<file path="config.mk">
export PLATFORM = sky130hd
export DESIGN_NAME = mod_counter
export DESIGN_NICKNAME = d
export VERILOG_FILES = /design/src/rtl/mnist_stream_checker_mod_counter.sv
export SDC_FILE = /design/constraint.sdc
export NUM_CORES = 1
export LEC_CHECK = 0
export BUFFER_PORTS_ARGS = -buffer_cell sky130_fd_sc_hd__buf_2
export CAP_MARGIN = 20
export CORE_AREA = 2 2 39 41
export CTS_CLUSTER_DIAMETER = 200
export CTS_CLUSTER_SIZE = 14
export DETAILED_ROUTE_END_ITERATION = 10
export DIE_AREA = 0 0 41 43
export GPL_TIMING_DRIVEN = 0
export PLACE_DENSITY = 0.43
export SYNTH_ARGS = -nofsm -noshare
export SYNTH_HDL_FRONTEND = slang
export SYNTH_SLANG_ARGS = --single-unit
export TNS_END_PERCENT = 30
</file>
<file path="constraint.sdc">
create_clock -name clk -period 1 [get_ports clk]
set_input_delay 0.1 -clock clk [delete_from_list [all_inputs] [get_ports clk]]
set_output_delay 0.1 -clock clk [all_outputs]
set_load 0.01 [all_outputs]
</file>
<file path="src/rtl/mnist_stream_checker_mod_counter.sv">
// Wrapping counter 0..MODULUS-1 using a terminal-count compare instead of a divider.
module mod_counter #(
  parameter int MODULUS = 10,
  parameter int W       = 4
) (
  input  logic         clk,
  input  logic         rst_n,
  input  logic         clr,
  input  logic         inc,
  output logic [W-1:0] count
);

  localparam logic [W-1:0] LAST = W'(MODULUS - 1);

  always_ff @(posedge clk or negedge rst_n) begin
    if (!rst_n) begin
      count <= '0;
    end else if (clr) begin
      count <= '0;
    end else if (inc) begin
      count <= (count == LAST) ? '0 : count + 1'b1;
    end
  end

endmodule

</file>
==> results of run 1 <==
==> metal layers <==
metal	vias to the layer above	routed length, um	GRT usage
met5	-	0	0
met3	0	21	0
met4	0	0	0.0600
li1	118	-	-
met2	5	364	0.153
met1	117	200	0.0806
==> final timing paths <==
| path | depth (start not counted) | end | slack [ps] | start |
|---|---|---|---|---|
| max in group asynchronous | 2 | count[1] | 660 | rst_n |
| hold / removal | 2 | count[1] | 90 | clr |
| setup / recovery | 4 | count[2] | -110 | count[0] |
| min in group asynchronous | 2 | count[3] | 210 | rst_n |
| setup reg to reg | 4 | count[2] | -110 | count[0] |
| hold reg to reg | 2 | count[2] | 610 | count[2] |
==> through the flow <==
step           cells  power, W
2_1_floorplan     24  0.000209
3_3_place_gp      47  0.000236
3_5_place_dp      47  0.000238
4_1_cts           54  0.000446
5_1_grt           54  0.000467
6_report          54  0.000440
==> kinds of logic (layout without fill, tap and decap cells) <==
group / count (synthesis) / in the layout / share of synthesized area
compound gates: 8 / 8 / 0.211
fa+ha+maj: 2 / 2 / 0.105
buf+inv: 1 / 15 / 0.0158
flops: 4 / 4 / 0.421
simple gates: 9 / 9 / 0.247
==> layout make-up <==
cell class                      count  share of cell area
Clock buffer                        3              0.0588
Inverter                            1             0.00980
Multi-Input combinational cell     19               0.435
Sequential cell                     4               0.268
Tap cell                           16              0.0523
Timing Repair Buffer               11               0.176
==> worst register-to-register path, delay by kind of cell, from the launching register on <==
kind | cells | cell delay (ps)
flip-flops | 1 | 430
AO/OA/AOI/OAI | 2 | 390
adder cells (fa/ha/maj) | 1 | 150
AND/OR/NAND/NOR | 1 | 50
==> cell usage in the layout (no fill, tap or decap), drive strengths merged <==
cell type | Yosys | layout
a21boi | 1 | 1
a211o | 1 | 1
buf | 0 | 10
a21oi | 4 | 4
inv | 1 | 1
nand2b | 2 | 2
nand3b | 3 | 3
ha | 2 | 2
o21ai | 2 | 2
and4b | 1 | 1
clkbuf | 0 | 3
dlygate4sd3 | 0 | 1
nand2 | 3 | 3
dfrtp | 4 | 4
==> where the power goes <==
group | switching [W] | internal, W | total, W
Sequential | 0.0000131 | 0.000170 | 0.000183
Combinational | 0.0000307 | 0.0000376 | 0.0000683
Clock | 0.0000557 | 0.000133 | 0.000189
==> what timing repair did <==
| action | CTS | global route |
|---|---|---|
| hold buffers | 1 | 0 |
| resized for setup | 0 | 2 |
| endpoints found under the setup margin | 4 | 6 |
| setup buffers | 3 | 0 |
| hold endpoints to repair | 4 | 0 |
==> metrics.txt, run 1 <==
outcome=complete, but fails checks; violated checks=setup timing; I/O Buffers=7; Util after Layout=0.277; CP peak stage delay=about 430 ps; Seq cells post-synth=4; Die ar.=1760 sq um; cell taking the most area after synthesis=dfrtp_1; Cells after Synth=24; sum of negative setup slack=-429 ps; Tcrit/Tclk final=1.11; Die X-Extent=between 40 and 50 um; Detailed Route WL=587 um; Reg area=103 sq um; final setup vio count=6; cell family with most CP delay=flip-flops; Final GP Congestion=slightly above 0.6; GRT Util Overall=0.0834; Fin. Hold Viols=0; clock tree sinks=4; fmax=0.903 GHz; Synth Area per Inst=approximately 10 sq um; Crit Path Class=flip-flop to flip-flop; initial antenna violation count=0; vias in the first global route=about 260; clk buf depth=2; Synth top cells by count=dfrtp_1 (4), a21oi_1 (3), nand3b_1 (3); worst path bufs/invs=0; CP cell instances=ha_4 -> nand2_2 -> a211o_1 -> a21oi_2; Core Footprint=between 1000 and 1500 sq um; Crit Path Max Fanout=5; Final Slew Violations=0; critical path endpoint category=flip-flop; row cnt=14; asr flop ratio synth=1.00; fin area=383 sq um; Antenna Cells=0; CTS tree=done; initial DRC count=3; I/O Pins=8; clock latency on the worst-skew pair=230 ps; count leader, synth=dfrtp_1; area share of the largest cell type after synthesis=0.421; largest cells by area after synthesis=dfrtp_1 (42%), ha_1 (11%), nand3b_1 (9.5%), a21oi_1 (6.3%), nand2b_1 (5.3%); RSZ-0062 raised after global routing=true; Post-DP Area=320 sq um; Most flops, register=count; fillcell total=around 150; Initial Util=0.172; clock skew=about 4.3 ps; fin worst setup slack=-108 ps; DR WL/cell=between 10 and 15 um; largest registers=count: 4 flops; synth-to-layout area growth=61.1%; grt total ovfl=0; Clock Root Buffer=clkbuf_4; largest net degree at the start of global routing=8; share of layout cells above drive strength 1=0.579; Worst EP arrival=about 1300 ps; TritonRoute pass-1 iters=4; Power Density=around 1200 nW/um^2; Clock transition at path regs=40 ps; Via density=between 4 and 5; Net Count, Synth=30; post-DP HPWL=452 um; cts bufs inserted=3; Leakage=approximately 0.16 nW; worst path required time=1150 ps; Slew HR=0.863; H-tree lvl count=1; Max stage delay cell, worst path=dfrtp_2; Post-synth EDFFs=0; Cell variety after synth=13; worst slew pin tran=between 200 and 250 ps; fin crit period=1110 ps; Syn Std Cell Area=around 240 sq um; final routed DRC violation total=0; hold_ws=between 90 and 100 ps; main flop type after synthesis=dfrtp_1; max-capacitance violation count=0; Antenna Nets Post-Route=0; Hold Crit Class=primary input to flip-flop; setup slack at placement=-134 ps; Multi-input gate area=approximately 170 sq um; yosys synthesis warning count=0; worst vdd ir=roughly 0.27 mV; max reg flops=4; sequential share of the synthesized area=0.421; chip height=about 43 um; first-pass GRT wire length=~1 mm; vias=240; final-stage net count=46; CP Launch Type=flip-flop
Power figures use the tool's default switching activity.
==> inputs of run 2 (changes only) <==
--- a/config.mk
+++ b/config.mk
@@ -7,13 +7,17 @@
 export LEC_CHECK = 0
 export BUFFER_PORTS_ARGS = -buffer_cell sky130_fd_sc_hd__buf_2
 export CAP_MARGIN = 20
+export CELL_PAD_IN_SITES_DETAIL_PLACEMENT = 2
+export CELL_PAD_IN_SITES_GLOBAL_PLACEMENT = 2
 export CORE_AREA = 2 2 39 41
+export CTS_BUF_LIST = sky130_fd_sc_hd__clkbuf_8
 export CTS_CLUSTER_DIAMETER = 200
 export CTS_CLUSTER_SIZE = 14
 export DETAILED_ROUTE_END_ITERATION = 10
 export DIE_AREA = 0 0 41 43
 export GPL_TIMING_DRIVEN = 0
-export PLACE_DENSITY = 0.43
+export PLACE_DENSITY = 0.6
+export SKIP_LAST_GASP = 1
 export SYNTH_ARGS = -nofsm -noshare
 export SYNTH_HDL_FRONTEND = slang
 export SYNTH_SLANG_ARGS = --single-unit
==> metrics.txt, run 2 (synthesis results as in run 1) <==
fin crit period=1120 ps (+15.6 ps); clock latency on the worst-skew pair=220 ps (about the same); final setup vio count=5 (-1); routing usage on met3=0.0942 (+0.0942); commonest non-fill, non-tap cell in the layout=buf_2; dpl cells=47 (unchanged); Post-CTS Resized=0 (unchanged); max reg flops=4 (unchanged); largest registers=count: 4 flops; Die ar.=1760 sq um (unchanged); I/O Buffers=7 (unchanged); fillcell total=169 (+13%); Initial Util=0.172 (unchanged); Leakage=0.163 nW (+1.6%); clock tree sinks=4 (unchanged); worst reg-to-reg setup slack=-120 ps (-20 ps); first-pass GRT wire length=1.22 mm (+22%); I/O Pins=8 (unchanged); clk buf depth=2 (unchanged); fin worst setup slack=-123 ps (-15.6 ps); largest net degree at the start of global routing=8 (unchanged); Via density=4.45 (+0.19%); chip height=43 um (unchanged); sum of negative setup slack=-433 ps (-3.90 ps); CP Launch Type=flip-flop; most frequent cells in the layout=buf_2 (7), a21oi_1 (3), nand3b_1 (3), clkbuf_8 (3); Final Slew Violations=0 (unchanged); Fin. Hold Viols=0 (unchanged); outcome=complete, but fails checks; vias=236 (-1.7%); fmax=0.890 GHz (-1.4%); Crit Path Class=flip-flop to flip-flop; GRT met1 Usage=0.124 (+0.0431); Detailed Route WL=731 um (+25%); Most flops, register=count; Post-DP Area=320 sq um (unchanged); Clock Root Buffer=clkbuf_8; final-stage net count=44 (-4.3%); Final GP Congestion=0.625 (+0.58%); worst vdd ir=0.694 mV (+150%); TritonRoute pass-1 iters=1 (-3); Core Footprint=1380 sq um (unchanged); worst slew pin tran=181 ps (-22.9 ps); initial antenna violation count=0 (unchanged); DR WL/cell=13.8 um (+27%); worst path required time=1140 ps (about the same); Die X-Extent=41 um (unchanged); GR Util met2=0.156 (+0.00312); setup slack at placement=-145 ps (-11.7 ps); Tcrit/Tclk final=1.12 (+0.0156); H-tree lvl count=1 (unchanged); violated checks=setup timing; post-DP HPWL=521 um (+15%); Power Density=1560 nW/um^2 (+36%); row cnt=14 (unchanged); grt total ovfl=0 (unchanged); final cell count without fillers=53 (-1.9%); hold_ws=106 ps (+14.4 ps); CTS tree=done; cts bufs inserted=3 (unchanged); Worst EP arrival=1270 ps (about the same); Top Usage Layer GRT=met2; initial DRC count=0 (-3); fin area=383 sq um (unchanged); Hold Crit Class=primary input to flip-flop; final routed DRC violation total=0 (unchanged); GRT Util Overall=0.119 (+0.0355); Slew HR=0.878 (+0.0156); vias in the first global route=257 (unchanged); Crit Path Max Fanout=5 (unchanged); Clock transition at path regs=30 ps (about the same); synth-to-layout area growth=61.1% (unchanged); max-capacitance violation count=0 (unchanged); critical path endpoint category=flip-flop; Antenna Nets Post-Route=0 (unchanged); RSZ-0062 raised after global routing=true; Antenna Cells=0 (unchanged); share of layout cells above drive strength 1=0.486 (-0.0925); clock skew=0.570 ps (-3.74 ps)
==> run 2: changes by cell type in the layout (fill, tap and decap cells not counted) <==
cell      change
inv_1         +1
a21oi_2       -2
a21oi_1       +2
clkbuf_8      +3
clkbuf_4      -3
buf_4         -2
==> run 2: per-layer routing <==
layer | vias up | part of all wire | routed length, um
met5 | - | 0 | 0
met4 | 0 | 0.018 | 13
met3 | 2 | 0.077 | 56
met2 | 7 | 0.51 | 373
met1 | 116 | 0.39 | 287
li1 | 111 | - | -
==> run 2: area by class of cell <==
type                       instances  area, sq um  share of cell area
timing repair buffer               9         52.6               0.137
multi-input combinational         19          159               0.415
clock inverter                     1         3.75             0.00980
clock buffer                       3         41.3               0.108
tap                               16         20.0              0.0523
inverter                           1         3.75             0.00980
sequential                         4          103               0.268
==> run 2: per-stage QoR <==
stage	power (W)	utilization
CTS	0.000608	0.277
finish	0.000599	0.277
detailed placement	0.000238	0.231
floorplan	0.000209	-
global placement	0.000236	0.231
global route	0.000638	0.277
==> run 2: path summary, 6_finish.rpt <==
path	startpoint	endpoint	cells past startpoint
setup / recovery	count[0]	count[2]	4
hold / removal	clr	count[1]	2
setup reg to reg	count[0]	count[2]	4
hold reg to reg	count[3]	count[3]	2
max in group asynchronous	rst_n	count[1]	2
min in group asynchronous	rst_n	count[3]	2
==> run 2: what timing repair did <==
action | CTS | global route
hold endpoints to repair | 4 | 0
cloned | 0 | 0
setup buffers | 1 | 0
endpoints found under the setup margin | 4 | 5
hold buffers | 1 | 0
==> run 2: power breakdown <==
part / internal, W / switching, W
Sequential: 0.000170 / 0.0000136
Clock: 0.000263 / 0.0000942
Combinational: 0.0000300 / 0.0000289
==> run 2: worst max-delay path, stage by stage, from the launching register on <==
cell and delay [ps]:
dfrtp_2 430, ha_4 150, nand2_2 50, a211o_1 270, a21oi_2 140
==> inputs of run 3 (changes only) <==
--- a/config.mk
+++ b/config.mk
@@ -17,6 +17,7 @@
 export DIE_AREA = 0 0 41 43
 export GPL_TIMING_DRIVEN = 0
 export PLACE_DENSITY = 0.6
+export SKIP_CTS_REPAIR_TIMING = 1
 export SKIP_LAST_GASP = 1
 export SYNTH_ARGS = -nofsm -noshare
 export SYNTH_HDL_FRONTEND = slang
==> metrics.txt, run 3 (synthesis results as in run 1) <==
Slew HR=0.883 (+0.00459); R2R Path Start=count[0]; Max stage delay cell, worst path=dfrtp_2; CP Launch Type=flip-flop; Antenna Cells=0 (unchanged); most frequent cells in the layout=buf_2 (7), a21oi_1 (3), nand3b_1 (3), clkbuf_8 (3); fillcell total=170 (+0.59%); worst reg-to-reg setup slack=-160 ps (-30 ps); Antenna Nets Post-Route=0 (unchanged); clock share of power=0.598 (+0.002); RSZ-0062 raised after global routing=true; Hold Crit Class=primary input to flip-flop; fin worst setup slack=-155 ps (-32.1 ps); Comb power frac=0.091 (-0.007); final routed DRC violation total=0 (unchanged); switching pwr=0.000133 W (-2.4%); Via density=4.40 (-1.1%); cell family with most CP delay=flip-flops; Reg power frac=0.311 (+0.005); first-pass GRT wire length=1.16 mm (-5.1%); chip height=43 um (unchanged); Switching Share=0.225 (-0.00295); worst path bufs/invs=0 (unchanged); I/O Pins=8 (unchanged); post-DP HPWL=521 um (unchanged); initial antenna violation count=0 (unchanged); row cnt=14 (unchanged); vias=229 (-3.0%); start point of the critical path=count[0]; Core Footprint=1380 sq um (unchanged); Fin. Hold Viols=0 (unchanged); Worst EP arrival=1300 ps (+30 ps); GRT Util Overall=0.114 (-0.00504); worst path required time=1140 ps (about the same); CP peak stage delay=470 ps (+40 ps); CP cell instances=ha_4 -> a211o_1 -> a21oi_2; commonest non-fill, non-tap cell in the layout=buf_2; TritonRoute pass-1 iters=2 (+1); outcome=complete, but fails checks; vias in the first global route=252 (-1.9%); share of layout cells above drive strength 1=0.472 (-0.0143); Detailed Route WL=749 um (+2.5%); clock tree sinks=4 (unchanged); violated checks=setup timing; max reg flops=4 (unchanged); largest net degree at the start of global routing=8 (unchanged); worst min-delay path startpoint=clr; Tcrit/Tclk final=1.16 (+0.0321); final-stage net count=43 (-2.3%); fmax=0.866 GHz (-2.8%); largest registers=count: 4 flops; Setup crit end=count[2]; Die X-Extent=41 um (unchanged); Post-DP Area=320 sq um (unchanged); worst vdd ir=0.686 mV (-1.3%); clock latency on the worst-skew pair=220 ps (about the same); setup slack at placement=-145 ps (unchanged); critical path endpoint category=flip-flop; Clock Root Buffer=clkbuf_8; RR Endpoint=count[2]; clock skew=0.837 ps (+0.267 ps); Final GP Congestion=0.625 (unchanged); grt total ovfl=0 (unchanged); fin crit period=1160 ps (+32.1 ps); Final Slew Violations=0 (unchanged); max-capacitance violation count=0 (unchanged); fin area=375 sq um (-2.0%); Internal=0.000459 W (-0.79%); Clock transition at path regs=30 ps (about the same); CTS tree=done; cts bufs inserted=3 (unchanged); final setup vio count=4 (-1); clk buf depth=2 (unchanged); Crit Path Max Fanout=7 (+2); I/O Buffers=7 (unchanged); Power Density=1580 nW/um^2 (+0.81%); Most flops, register=count; Initial Util=0.172 (unchanged); worst slew pin tran=174 ps (-6.83 ps); initial DRC count=1 (+1); Reg2Reg Depth=3 (-1); synth-to-layout area growth=57.9%; DR WL/cell=14.4 um (+4.4%); Crit path depth=3 (-1); Leakage=0.159 nW (-2.1%); Die ar.=1760 sq um (unchanged); Crit Path Class=flip-flop to flip-flop; H-tree lvl count=1 (unchanged)
[run 3: layout make-up]
class	instances	area, sq um	area share
Multi-Input combinational cell	19	159	0.423
Sequential cell	4	103	0.273
Timing Repair Buffer	8	45.0	0.120
Clock buffer	3	41.3	0.110
Tap cell	16	20.0	0.0533
Clock inverter	1	3.75	0.0100
Inverter	1	3.75	0.0100
[run 3: how the worst min path moves through the flow]
stage / end / slack [ps] / depth (start not counted)
final: count[1] / 110 / 2
after global routing: count[1] / 100 / 2
after CTS: count[0] / -330 / 1
after global placement: count[3] / -90 / 1
after floorplan: count[0] / -200 / 0
after detailed placement: count[3] / -90 / 1
[run 3: power groups by stage]
stage	sequential (W)	clock (W)	combinational [W]
3_5_place_dp	0.000187	0	0.0000513
6_report	0.000184	0.000354	0.0000539
2_1_floorplan	0.000186	0	0.0000229
4_1_cts	0.000185	0.000364	0.0000516
5_1_grt	0.000185	0.000386	0.0000621
3_3_place_gp	0.000186	0	0.0000493
[run 3: per-layer routing]
metal,up-vias,global-route usage,part of all wire
li1,109,-,-
met1,111,0.117,0.36
met2,7,0.147,0.54
met3,2,0.0942,0.073
met4,0,0.0800,0.020
met5,-,0,0
[run 3: through the flow]
| step | std cells | util | power (W) | TNS (ps) | hold WS (ps) |
|---|---|---|---|---|---|
| 6_report | 52 | 0.271 | 0.000592 | -422 | 106 |
| 5_1_grt | 52 | 0.271 | 0.000633 | -678 | 103 |
| 4_1_cts | 51 | 0.264 | 0.000600 | -482 | -325 |
| 3_5_place_dp | 47 | 0.231 | 0.000238 | -438 | -91.8 |
| 3_3_place_gp | 47 | 0.231 | 0.000236 | -324 | -94.6 |
| 2_1_floorplan | 24 | - | 0.000209 | -131 | -196 |
[run 3: worst register-to-register path, delay by kind of cell (launching register included)]
family,cells,cell delay (ps)
DFF,1,470
AOI/OAI and AO/OA,2,420
adders and majority gates,1,190
